[config.mk]
export PLATFORM = sky130hd
export DESIGN_NAME = rst_request
export DESIGN_NICKNAME = d
export VERILOG_FILES = /design/src/rtl/rst_request_pkg.sv /design/src/rtl/rst_request_sync_2ff.sv /design/src/rtl/rst_request.sv
export SDC_FILE = /design/constraint.sdc
export NUM_CORES = 1
export LEC_CHECK = 0
export ABC_AREA = 1
export BUFFER_PORTS_ARGS = -buffer_cell sky130_fd_sc_hd__buf_4
export CORE_ASPECT_RATIO = 0.6
export CORE_MARGIN = 1
export CORE_UTILIZATION = 29
export CTS_BUF_LIST = sky130_fd_sc_hd__clkbuf_4 sky130_fd_sc_hd__clkbuf_8
export DETAILED_ROUTE_END_ITERATION = 8
export PLACE_DENSITY = 0.45
export SKIP_LAST_GASP = 1
export SYNTH_ARGS = -nofsm -noshare
export SYNTH_HDL_FRONTEND = slang
export SYNTH_SLANG_ARGS = --single-unit
[constraint.sdc]
create_clock -name clk -period 1.55 [get_ports clk]
set_clock_uncertainty 0.15 [all_clocks]
set_input_delay 0.0775 -clock clk [delete_from_list [all_inputs] [get_ports clk]]
set_output_delay 0.0775 -clock clk [all_outputs]
set_load 0.005 [all_outputs]
[src/rtl/rst_request_pkg.sv]
// -----------------------------------------------------------------------------
// rst_request_pkg
// Shared definitions for the reset-request block: FSM state encoding, request
// cause codes, counter width, real/simulation timer constants and small
// helper functions used to pick timer limits and step counters.
// -----------------------------------------------------------------------------
package rst_request_pkg;

    typedef enum logic [1:0] {
        ST_IDLE       = 2'd0,
        ST_PRESS_DB   = 2'd1,
        ST_ASSERT     = 2'd2,
        ST_RELEASE_DB = 2'd3
    } state_t;

    typedef enum logic [1:0] {
        CAUSE_NONE     = 2'b00,
        CAUSE_BUTTON   = 2'b01,
        CAUSE_WATCHDOG = 2'b10
    } cause_t;

    localparam int CNT_W = 16;

    // Timer lengths in clk cycles: hardware values and shortened values
    // for simulation.
    localparam int unsigned DEBOUNCE_REAL = 10000;
    localparam int unsigned DEBOUNCE_SIM  = 4;
    localparam int unsigned PULSE_REAL    = 1000;
    localparam int unsigned PULSE_SIM     = 3;
    localparam int unsigned WDT_REAL      = 50000;
    localparam int unsigned WDT_SIM       = 20;

    function automatic int unsigned timer_sel(input bit sim,
                                              input int unsigned sim_cycles,
                                              input int unsigned real_cycles);
        return sim ? sim_cycles : real_cycles;
    endfunction

    // Counters stick at all-ones instead of wrapping back to zero.
    function automatic logic [CNT_W-1:0] sat_inc(input logic [CNT_W-1:0] v);
        return (v == {CNT_W{1'b1}}) ? v : v + CNT_W'(1);
    endfunction

endpackage

[src/rtl/rst_request_sync_2ff.sv]
// -----------------------------------------------------------------------------
// sync_2ff
// Two-flop synchronizer bringing an asynchronous level into the clk domain.
// Ports:
//   clk      - destination clock
//   rst_n    - asynchronous active-low reset, both flops clear to 0
//   d        - asynchronous input
//   q        - synchronized output (two clk cycles of latency)
// -----------------------------------------------------------------------------
module sync_2ff (
    input  logic clk,
    input  logic rst_n,
    input  logic d,
    output logic q
);

    logic meta_reg;
    logic sync_reg;

    always_ff @(posedge clk or negedge rst_n) begin
        if (!rst_n) begin
            meta_reg <= 1'b0;
            sync_reg <= 1'b0;
        end else begin
            meta_reg <= d;
            sync_reg <= meta_reg;
        end
    end

    assign q = sync_reg;

endmodule

[src/rtl/rst_request.sv]
// -----------------------------------------------------------------------------
// rst_request
// Generates an active-low reset request from a debounced push-button or from
// a watchdog timeout. A button press must be stable for the debounce window
// before a pulse is issued, and the button must then be released (and stay
// released for a debounce window) before another press is accepted, so a
// held button yields a single request.
// Ports:
//   clk        - system clock, rising edge
//   rst_n      - asynchronous active-low reset
//   btn_in     - raw asynchronous push-button, active-high
//   wdt_en     - watchdog enable (synchronous)
//   wdt_kick   - single-cycle watchdog service strobe
//   rst_req_n  - registered active-low reset request
//   cause      - source of the last request (00 none, 01 button, 10 watchdog)
//   busy       - high whenever the FSM is not idle
// -----------------------------------------------------------------------------
module rst_request
    import rst_request_pkg::*;
#(
    parameter bit SIMULATION = 1'b0
) (
    input  logic       clk,
    input  logic       rst_n,
    input  logic       btn_in,
    input  logic       wdt_en,
    input  logic       wdt_kick,
    output logic       rst_req_n,
    output logic [1:0] cause,
    output logic       busy
);

    localparam int unsigned DEBOUNCE_MS  = timer_sel(SIMULATION, DEBOUNCE_SIM, DEBOUNCE_REAL);
    localparam int unsigned PULSE_CYCLES = timer_sel(SIMULATION, PULSE_SIM, PULSE_REAL);
    localparam int unsigned WDT_CYCLES   = timer_sel(SIMULATION, WDT_SIM, WDT_REAL);

    // Counters are compared for equality against the last count value.
    localparam logic [CNT_W-1:0] DB_LAST    = CNT_W'(DEBOUNCE_MS - 1);
    localparam logic [CNT_W-1:0] PULSE_LAST = CNT_W'(PULSE_CYCLES - 1);
    localparam logic [CNT_W-1:0] WDT_LAST   = CNT_W'(WDT_CYCLES - 1);

    logic             btn_sync;
    state_t           state_reg, state_next;
    logic [CNT_W-1:0] tmr_reg, tmr_next;   // debounce / pulse-width timer
    logic [CNT_W-1:0] wdt_reg, wdt_next;
    cause_t           cause_reg, cause_next;
    logic             rst_req_n_reg, rst_req_n_next;
    logic             wdt_expire;

    sync_2ff u_btn_sync (
        .clk   (clk),
        .rst_n (rst_n),
        .d     (btn_in),
        .q     (btn_sync)
    );

    // State register and all timing state.
    always_ff @(posedge clk or negedge rst_n) begin
        if (!rst_n) begin
            state_reg     <= ST_IDLE;
            tmr_reg       <= '0;
            wdt_reg       <= '0;
            cause_reg     <= CAUSE_NONE;
            rst_req_n_reg <= 1'b1;
        end else begin
            state_reg     <= state_next;
            tmr_reg       <= tmr_next;
            wdt_reg       <= wdt_next;
            cause_reg     <= cause_next;
            rst_req_n_reg <= rst_req_n_next;
        end
    end

    // Next-state and counter logic.
    always_comb begin
        state_next = state_reg;
        tmr_next   = tmr_reg;
        cause_next = cause_reg;

        // A kick on the expiry cycle suppresses the timeout.
        wdt_expire = (state_reg == ST_IDLE) && wdt_en && !wdt_kick && (wdt_reg == WDT_LAST);

        case (state_reg)
            ST_IDLE: begin
                // Watchdog takes priority over a simultaneous button press.
                if (wdt_expire) begin
                    state_next = ST_ASSERT;
                    tmr_next   = '0;
                    cause_next = CAUSE_WATCHDOG;
                end else if (btn_sync) begin
                    state_next = ST_PRESS_DB;
                    tmr_next   = '0;
                end
            end
            ST_PRESS_DB: begin
                if (!btn_sync) begin
                    state_next = ST_IDLE;
                    tmr_next   = '0;
                end else if (tmr_reg == DB_LAST) begin
                    state_next = ST_ASSERT;
                    tmr_next   = '0;
                    cause_next = CAUSE_BUTTON;
                end else begin
                    tmr_next = sat_inc(tmr_reg);
                end
            end
            ST_ASSERT: begin
                if (tmr_reg == PULSE_LAST) begin
                    tmr_next   = '0;
                    state_next = (cause_reg == CAUSE_BUTTON) ? ST_RELEASE_DB : ST_IDLE;
                end else begin
                    tmr_next = sat_inc(tmr_reg);
                end
            end
            ST_RELEASE_DB: begin
                // Any high sample restarts the release window.
                if (btn_sync) begin
                    tmr_next = '0;
                end else if (tmr_reg == DB_LAST) begin
                    state_next = ST_IDLE;
                    tmr_next   = '0;
                end else begin
                    tmr_next = sat_inc(tmr_reg);
                end
            end
            default: begin
                state_next = ST_IDLE;
                tmr_next   = '0;
            end
        endcase

        // Watchdog only runs while idle and enabled.
        if ((state_reg != ST_IDLE) || !wdt_en || wdt_kick || wdt_expire) begin
            wdt_next = '0;
        end else begin
            wdt_next = sat_inc(wdt_reg);
        end
    end

    // Outputs. The request is registered from the next state so it changes on
    // the same edge as the state and never glitches.
    always_comb begin
        rst_req_n_next = (state_next != ST_ASSERT);
        busy           = (state_reg != ST_IDLE);
    end

    assign rst_req_n = rst_req_n_reg;
    assign cause     = cause_reg;

endmodule

==> results of run 1 <==
==> power groups by stage <==
stage	registers (mW)	clock network [mW]	logic [mW]
floorplan	1.21	0	0.545
global placement	1.21	0	0.930
detailed placement	1.20	0	0.932
CTS	1.21	0.864	1.10
global route	1.23	0.896	1.24
finish	1.21	0.834	1.13
==> logic make-up after synthesis <==
| kind of cell | count (synthesis) |
|---|---|
| AND/OR/NAND/NOR | 219 |
| buffers and inverters | 53 |
| flip-flops | 39 |
| AO/OA/AOI/OAI | 35 |
| XOR/XNOR | 9 |
| adder cells (fa/ha/maj) | 2 |
==> per-layer routing <==
layer  up-vias  share of wire (%)  GRT usage [%]
li1       1350                  -              -
met3         4                4.5           3.91
met1      1208                 58           33.1
met4         0               0.48           4.12
met2        46                 37           24.0
met5         -                  0              0
==> what timing repair did <==
action / in CTS / in global routing
setup endpoints to repair: 36 / 37
buffers inserted: 4 / 4
pin swaps: 16 / 12
cloned: 2 / 0
gates resized for setup: 51 / 29
hold buffers: 2 / 0
hold endpoints to repair: 40 / 0
==> per-stage QoR <==
stage	instances	setup TNS, ps	util, %	worst slack (ps)
after floorplan	357	-1300	-	-106
after global placement	541	-3790	39.9	-210
after detailed placement	541	-4820	39.9	-250
after CTS	557	-2830	44.5	-131
after global routing	561	-6090	46.2	-244
final	561	-3040	46.2	-166
==> final cells by class <==
class                      count  share of cell area [%]
multi-input combinational    267                    43.0
sequential                    39                    26.1
timing repair buffer          90                    19.3
inverter                      49                    5.18
tap                          108                    3.61
clock buffer                   8                    2.77
==> worst register-to-register path: cells and delay by family, from the launching register on <==
kind                     cells  cell delay (ps)
AND/OR/NAND/NOR              7              670
flip-flops                   1              400
adder cells (fa/ha/maj)      1              190
buffers and inverters        1              150
AO/OA/AOI/OAI                1               80
==> cells in the final DEF, fill, tap and decap left out, types with 2 or more instances in the layout <==
cell,netlist,layout
nand3_2,5,10
nor2_1,44,33
ha_4,0,2
nand2_4,2,9
a21oi_1,2,2
nor2_4,2,5
nand4_1,10,10
clkbuf_8,0,7
nor3_1,6,6
nand3_1,44,35
xor2_1,9,9
nand2_2,2,10
o21ai_2,1,9
inv_1,45,42
buf_6,3,6
buf_4,0,80
o21ai_0,21,5
dfrtp_1,38,37
inv_2,4,5
o21ai_1,8,16
dlygate4sd3_1,0,2
nor2_2,2,10
nand3_4,1,6
nand2_1,98,82
nand2_8,0,2
==> worst paths after layout <==
kind                       cells after the start           end  slack (ps)
min                                            4  state_reg[1]          50
min reg2reg                                    0  u_btn_sync.q         210
min in group asynchronous                      2    wdt_reg[0]         130
max in group asynchronous                      2    tmr_reg[5]         720
max reg2reg                                   10    tmr_reg[2]        -170
max                                           10    tmr_reg[2]        -170
==> summary.md, run 1 <==
| Metric | Value |
|---|---|
| Area share of fa/ha/maj cells after synthesis | 1.00% |
| Reg area | 978 um2 |
| Min-delay worst type | input pin to flop |
| Gate power share | 35.6% |
| Worst hold margin | 53.9 ps |
| Top cell type's share of synthesized area | 38.0% |
| Cells after Synth | 357 |
| Initial antenna violation count | 0 |
| HPWL after detailed placement | 5800 um |
| Power Internal | 1.99 mW |
| Period Utilization, post-route | 111% |
| Total number of vias | 2,608 |
| Fraction of layout cells with a size suffix above 1 | 38.0% |
| Finish-stage setup viols | 35 |
| Worst slew pin tran | 544 ps |
| Core outline area | 8100 um2 |
| Crit Reg-Reg Startpoint | tmr_reg[1] |
| Synth area leader | dfrtp_1 |
| Slew HR | 63.7% |
| Crit-path max FO | 3 |
| Area Growth Syn to Fin | 49.8% |
| Die height | 73.9 um |
| Multi-input logic area | 1610 um2 |
| Worst path buffer plus inverter count | 1 |
| Switching Fraction | 37.3% |
| Post-Route WL | 8200 um |
| First-pass iteration count of the detailed router | 4 |
| Fin. max-slew vios | 0 |
| Simple-Gate Fraction of Synth Area | 40.3% |
| Syn Area/Cell | 7.01 um2 |
| Largest net degree at the start of global routing | 40 |
| NumNets Final | 459 |
| ANT cells | 0 |
| H-tree levels | 2 |
| Clk Latency, worst-skew pair | 310 ps |
| Crit path from | tmr_reg[1] |
| RSZ-0062 raised after global routing | true |
| CP max-delay cell | dfrtp_1 |
| Detail Route Antenna Nets | 0 |
| # fillers | 815 |
| # clock sinks | 39 |
| Power Total | 3.18 mW |
| CP Data Arrival Time | 1800 ps |
| Top Ports | 9 |
| Post-Syn Nets | 364 |
| Share of power burned in registers | 38.2% |
| Kind of cell adding the most delay to the critical path | simple AND/OR/NAND/NOR gates |
| Die Width | 122 um |
| Max_cap viols | 0 |
| Total global routing overflow | 0 |
| Num rows | 25 |
| Minimum clock period | 1720 ps |
| Clk root buf | clkbuf_8 |
| Placed Area | 3240 um2 |
| Remaining DRCs | 0 |
| GRT Total Usage | 19.6% |
| Outcome | finished with violations |
| First-pass GRT wire length | 13,000 um |
| Synth Area in Compound Gates | 7.55% |
| Ys flop type | dfrtp_1 |
| Vias in the first global route | 2,415 |
| Initial core utilization | 30.9% |
| Reg clk slew, reported paths | 90 ps |
| Gp weighted congestion | 0.843 |
| Flops & latches, synth | 39 |
| Max stage delay on crit path | 400 ps |
| Fin. Hold Viols | 0 |
| Most frequent cells after synthesis | 98 x nand2_1, 45 x inv_1, 44 x nand3_1, 44 x nor2_1, 38 x dfrtp_1 |
| Clock Power Share | 26.2% |
| Max Clk Rate | 583 MHz |
| Worst Hold Launch | wdt_kick |
| Detailed Route Iter0 Violations | 194 |
| Count leader, synth | nand2_1 |
| Psw | 1.19 mW |
| Cell Pwr Density | 849 nW/um2 |
| Vias/cell | 4.65 |
| Port bufs | 8 |
| Most area-consuming cells after synthesis | dfrtp_1 38%, nand2_1 15%, nand3_1 8.8% |
| Maximum clock insertion buffer count | 2 |
| YS warnings | 0 |
| Die area | 9010 um2 |
| Failing checks | negative setup slack |
| Worst-path cell chain | ha_4, nand2_4, nor2_4, nand2_4, nor2_4, nand3_4, buf_4, nand2_1, nand3_1, o21ai_1 |
| Worst vdd ir | 0.376 mV |
| Total CTS buffers | 5 |
| Number of synthesized flops with an enable pin | 0 |
| Main combinational cell family by area after synthesis | simple AND/OR/NAND/NOR gates |
| Synth Area in XOR/XNOR | 3.15% |
| Worst Path Required | 1630 ps |
| Setup CP Type | flop to flop |
| Post-synthesis sequential area ratio | 39.1% |
| TritonCTS clock tree | yes |
| Mapped cell area | 2500 um2 |
| Synth unique cells | 29 |
| CP startpoint kind | flop |
| Post-synthesis mux area share | 0% |
| DR WL/cell | 14.6 um |
| Pleak | 1.83 nW |
| Worst Setup End Kind | flop |
| Final instance area | 3750 um2 |
| Final worst slack | -166 ps |
| Post-synth ARST share | 100% |
No activity file was read; power rests on OpenSTA's default activity.
==> run 2: changes to the inputs <==
- HOLD_SLACK_MARGIN: default -> 0.12
==> run 2 against run 1 <==
  * Clock power hardly changed
  * Sequential share of layout area fell by 0.070 points
  * Combinational power hardly changed
  * The run still ends with negative setup slack left
  * Largest power group unchanged
  * Critical path depth unchanged
  * First-iteration DRC count is the same
  * Maximum frequency grew 0.10%
  * Final area is 0.27% higher
==> summary.md, run 2 (synthesis results as in run 1) <==
| Metric | Value |
|---|---|
| Failing checks | negative setup slack |
| Fin cells | 562 |
| Setup CP Type | flop to flop |
| Fin. max-slew vios | 0 |
| Commonest non-fill, non-tap cells in the layout | 82 x nand2_1, 80 x buf_4, 42 x inv_1 |
| Worst Path Required | 1630 ps |
| NumNets Final | 460 |
| Outcome | finished with violations |
| Initial antenna violation count | 0 |
| # clock sinks | 39 |
| Vias in the first global route | 2,419 |
| Reg clk slew, reported paths | 80 ps |
| RSZ-0062 raised after global routing | true |
| ANT cells | 0 |
| H-tree levels | 2 |
| CP startpoint kind | flop |
| Die area | 9010 um2 |
| Psw | 1.19 mW |
| Slew HR | 63.5% |
| CP max-delay cell | dfrtp_1 |
| Maximum clock insertion buffer count | 2 |
| Core outline area | 8100 um2 |
| Die Width | 122 um |
| Detailed Route Iter0 Violations | 194 |
| Port bufs | 8 |
| Max_cap viols | 0 |
| Setup TNS | -3010 ps |
| Detail Route Antenna Nets | 0 |
| Power Internal | 2.00 mW |
| HPWL after detailed placement | 5800 um |
| Placed cells | 541 |
| Area Growth Syn to Fin | 50.2% |
| Max stage delay on crit path | 400 ps |
| Vias/cell | 4.65 |
| Clk root buf | clkbuf_8 |
| CP Data Arrival Time | 1790 ps |
| Clk Latency, worst-skew pair | 310 ps |
| Worst path buffer plus inverter count | 1 |
| Total global routing overflow | 0 |
| Worst-path cell chain | ha_4, nand2_4, nor2_4, nand2_4, nor2_4, nand3_4, buf_4, nand2_1, nand3_1, o21ai_1 |
| Cell Pwr Density | 848 nW/um2 |
| Clock Power Share | 26.1% |
| Period Utilization, post-route | 111% |
| GRT Total Usage | 19.6% |
| Post-Route WL | 8220 um |
| Num rows | 25 |
| First-pass iteration count of the detailed router | 4 |
| DP Worst Slack | -250 ps |
| Total CTS buffers | 5 |
| Gate power share | 35.7% |
| Top Ports | 9 |
| Remaining DRCs | 0 |
| First-pass GRT wire length | 13,100 um |
| Pleak | 1.83 nW |
| Minimum clock period | 1710 ps |
| Finish-stage setup viols | 35 |
| Largest net degree at the start of global routing | 40 |
| Fraction of layout cells with a size suffix above 1 | 37.9% |
| DR WL/cell | 14.6 um |
| Min-delay worst type | input pin to async pin |
| Crit-path max FO | 3 |
| Worst reg-to-reg setup slack | -160 ps |
| Worst vdd ir | 0.377 mV |
| Fin. Hold Viols | 0 |
| Kind of cell adding the most delay to the critical path | simple AND/OR/NAND/NOR gates |
| Worst Setup End Kind | flop |
| Die height | 73.9 um |
| Gp weighted congestion | 0.843 |
| Final worst slack | -164 ps |
| Switching Fraction | 37.3% |
| TritonCTS clock tree | yes |
| Total number of vias | 2,615 |
| Initial core utilization | 30.9% |
| Worst slew pin tran | 548 ps |
| Share of power burned in registers | 38.1% |
| Max Clk Rate | 583 MHz |
| Most common cell after layout, fill and taps aside | nand2_1 |
[run 2: cell type report]
| cell class | instances | area, um2 |
|---|---|---|
| Clock buffer | 8 | 104 |
| Multi-Input combinational cell | 267 | 1610 |
| Inverter | 49 | 194 |
| Tap cell | 108 | 135 |
| Sequential cell | 39 | 978 |
| Timing Repair Buffer | 91 | 733 |
| Fill cell | 814 | 4350 |
[run 2: final timing paths]
check	startpoint	cells past startpoint	endpoint
max in group asynchronous	rst_n	2	tmr_reg[5]
min	rst_n	2	wdt_reg[0]
max	tmr_reg[1]	10	tmr_reg[2]
min in group clk	wdt_en	5	state_reg[1]
max reg2reg	tmr_reg[1]	10	tmr_reg[2]
min reg2reg	u_btn_sync.meta_reg	0	u_btn_sync.q
[run 2: per-stage QoR]
stage                     power, mW  area, um2  hold slack [ps]  util (%)
after floorplan                1.76       2540             -368         -
after global placement         2.14       3240            -48.0      39.9
after detailed placement       2.14       3240            -50.0      39.9
after CTS                      3.18       3620              149      44.7
after global routing           3.36       3760              189      46.4
final                          3.18       3760              135      46.4
[run 2: power by group through the flow]
stage / logic, mW / clock network (mW) / registers, mW
after floorplan: 0.545 / 0 / 1.21
after global placement: 0.930 / 0 / 1.21
after detailed placement: 0.932 / 0 / 1.20
after CTS: 1.10 / 0.864 / 1.21
after global routing: 1.24 / 0.896 / 1.23
final: 1.14 / 0.832 / 1.21
[run 2: repair_timing]
action | in CTS | in global routing
gates resized for setup | 51 | 29
buffers inserted | 4 | 4
pin swaps | 16 | 12
setup endpoints to repair | 36 | 37
hold endpoints to repair | 44 | 0
gates cloned | 2 | 0
hold buffers | 3 | 0
[run 2: layer usage]
layer | vias to the layer above | global-route usage, % | wire length [um]
met4 | 0 | 4.12 | 39
li1 | 1354 | - | -
met3 | 5 | 3.91 | 322
met2 | 32 | 24.2 | 3090
met1 | 1224 | 33.1 | 4770
met5 | - | 0 | 0
[run 2: worst reg2reg max path: stages (launching register included)]
cell	delay [ps]
dfrtp_1	400
ha_4	190
nand2_4	70
nor2_4	120
nand2_4	80
nor2_4	120
nand3_4	100
buf_4	150
nand2_1	90
nand3_1	80
o21ai_1	80
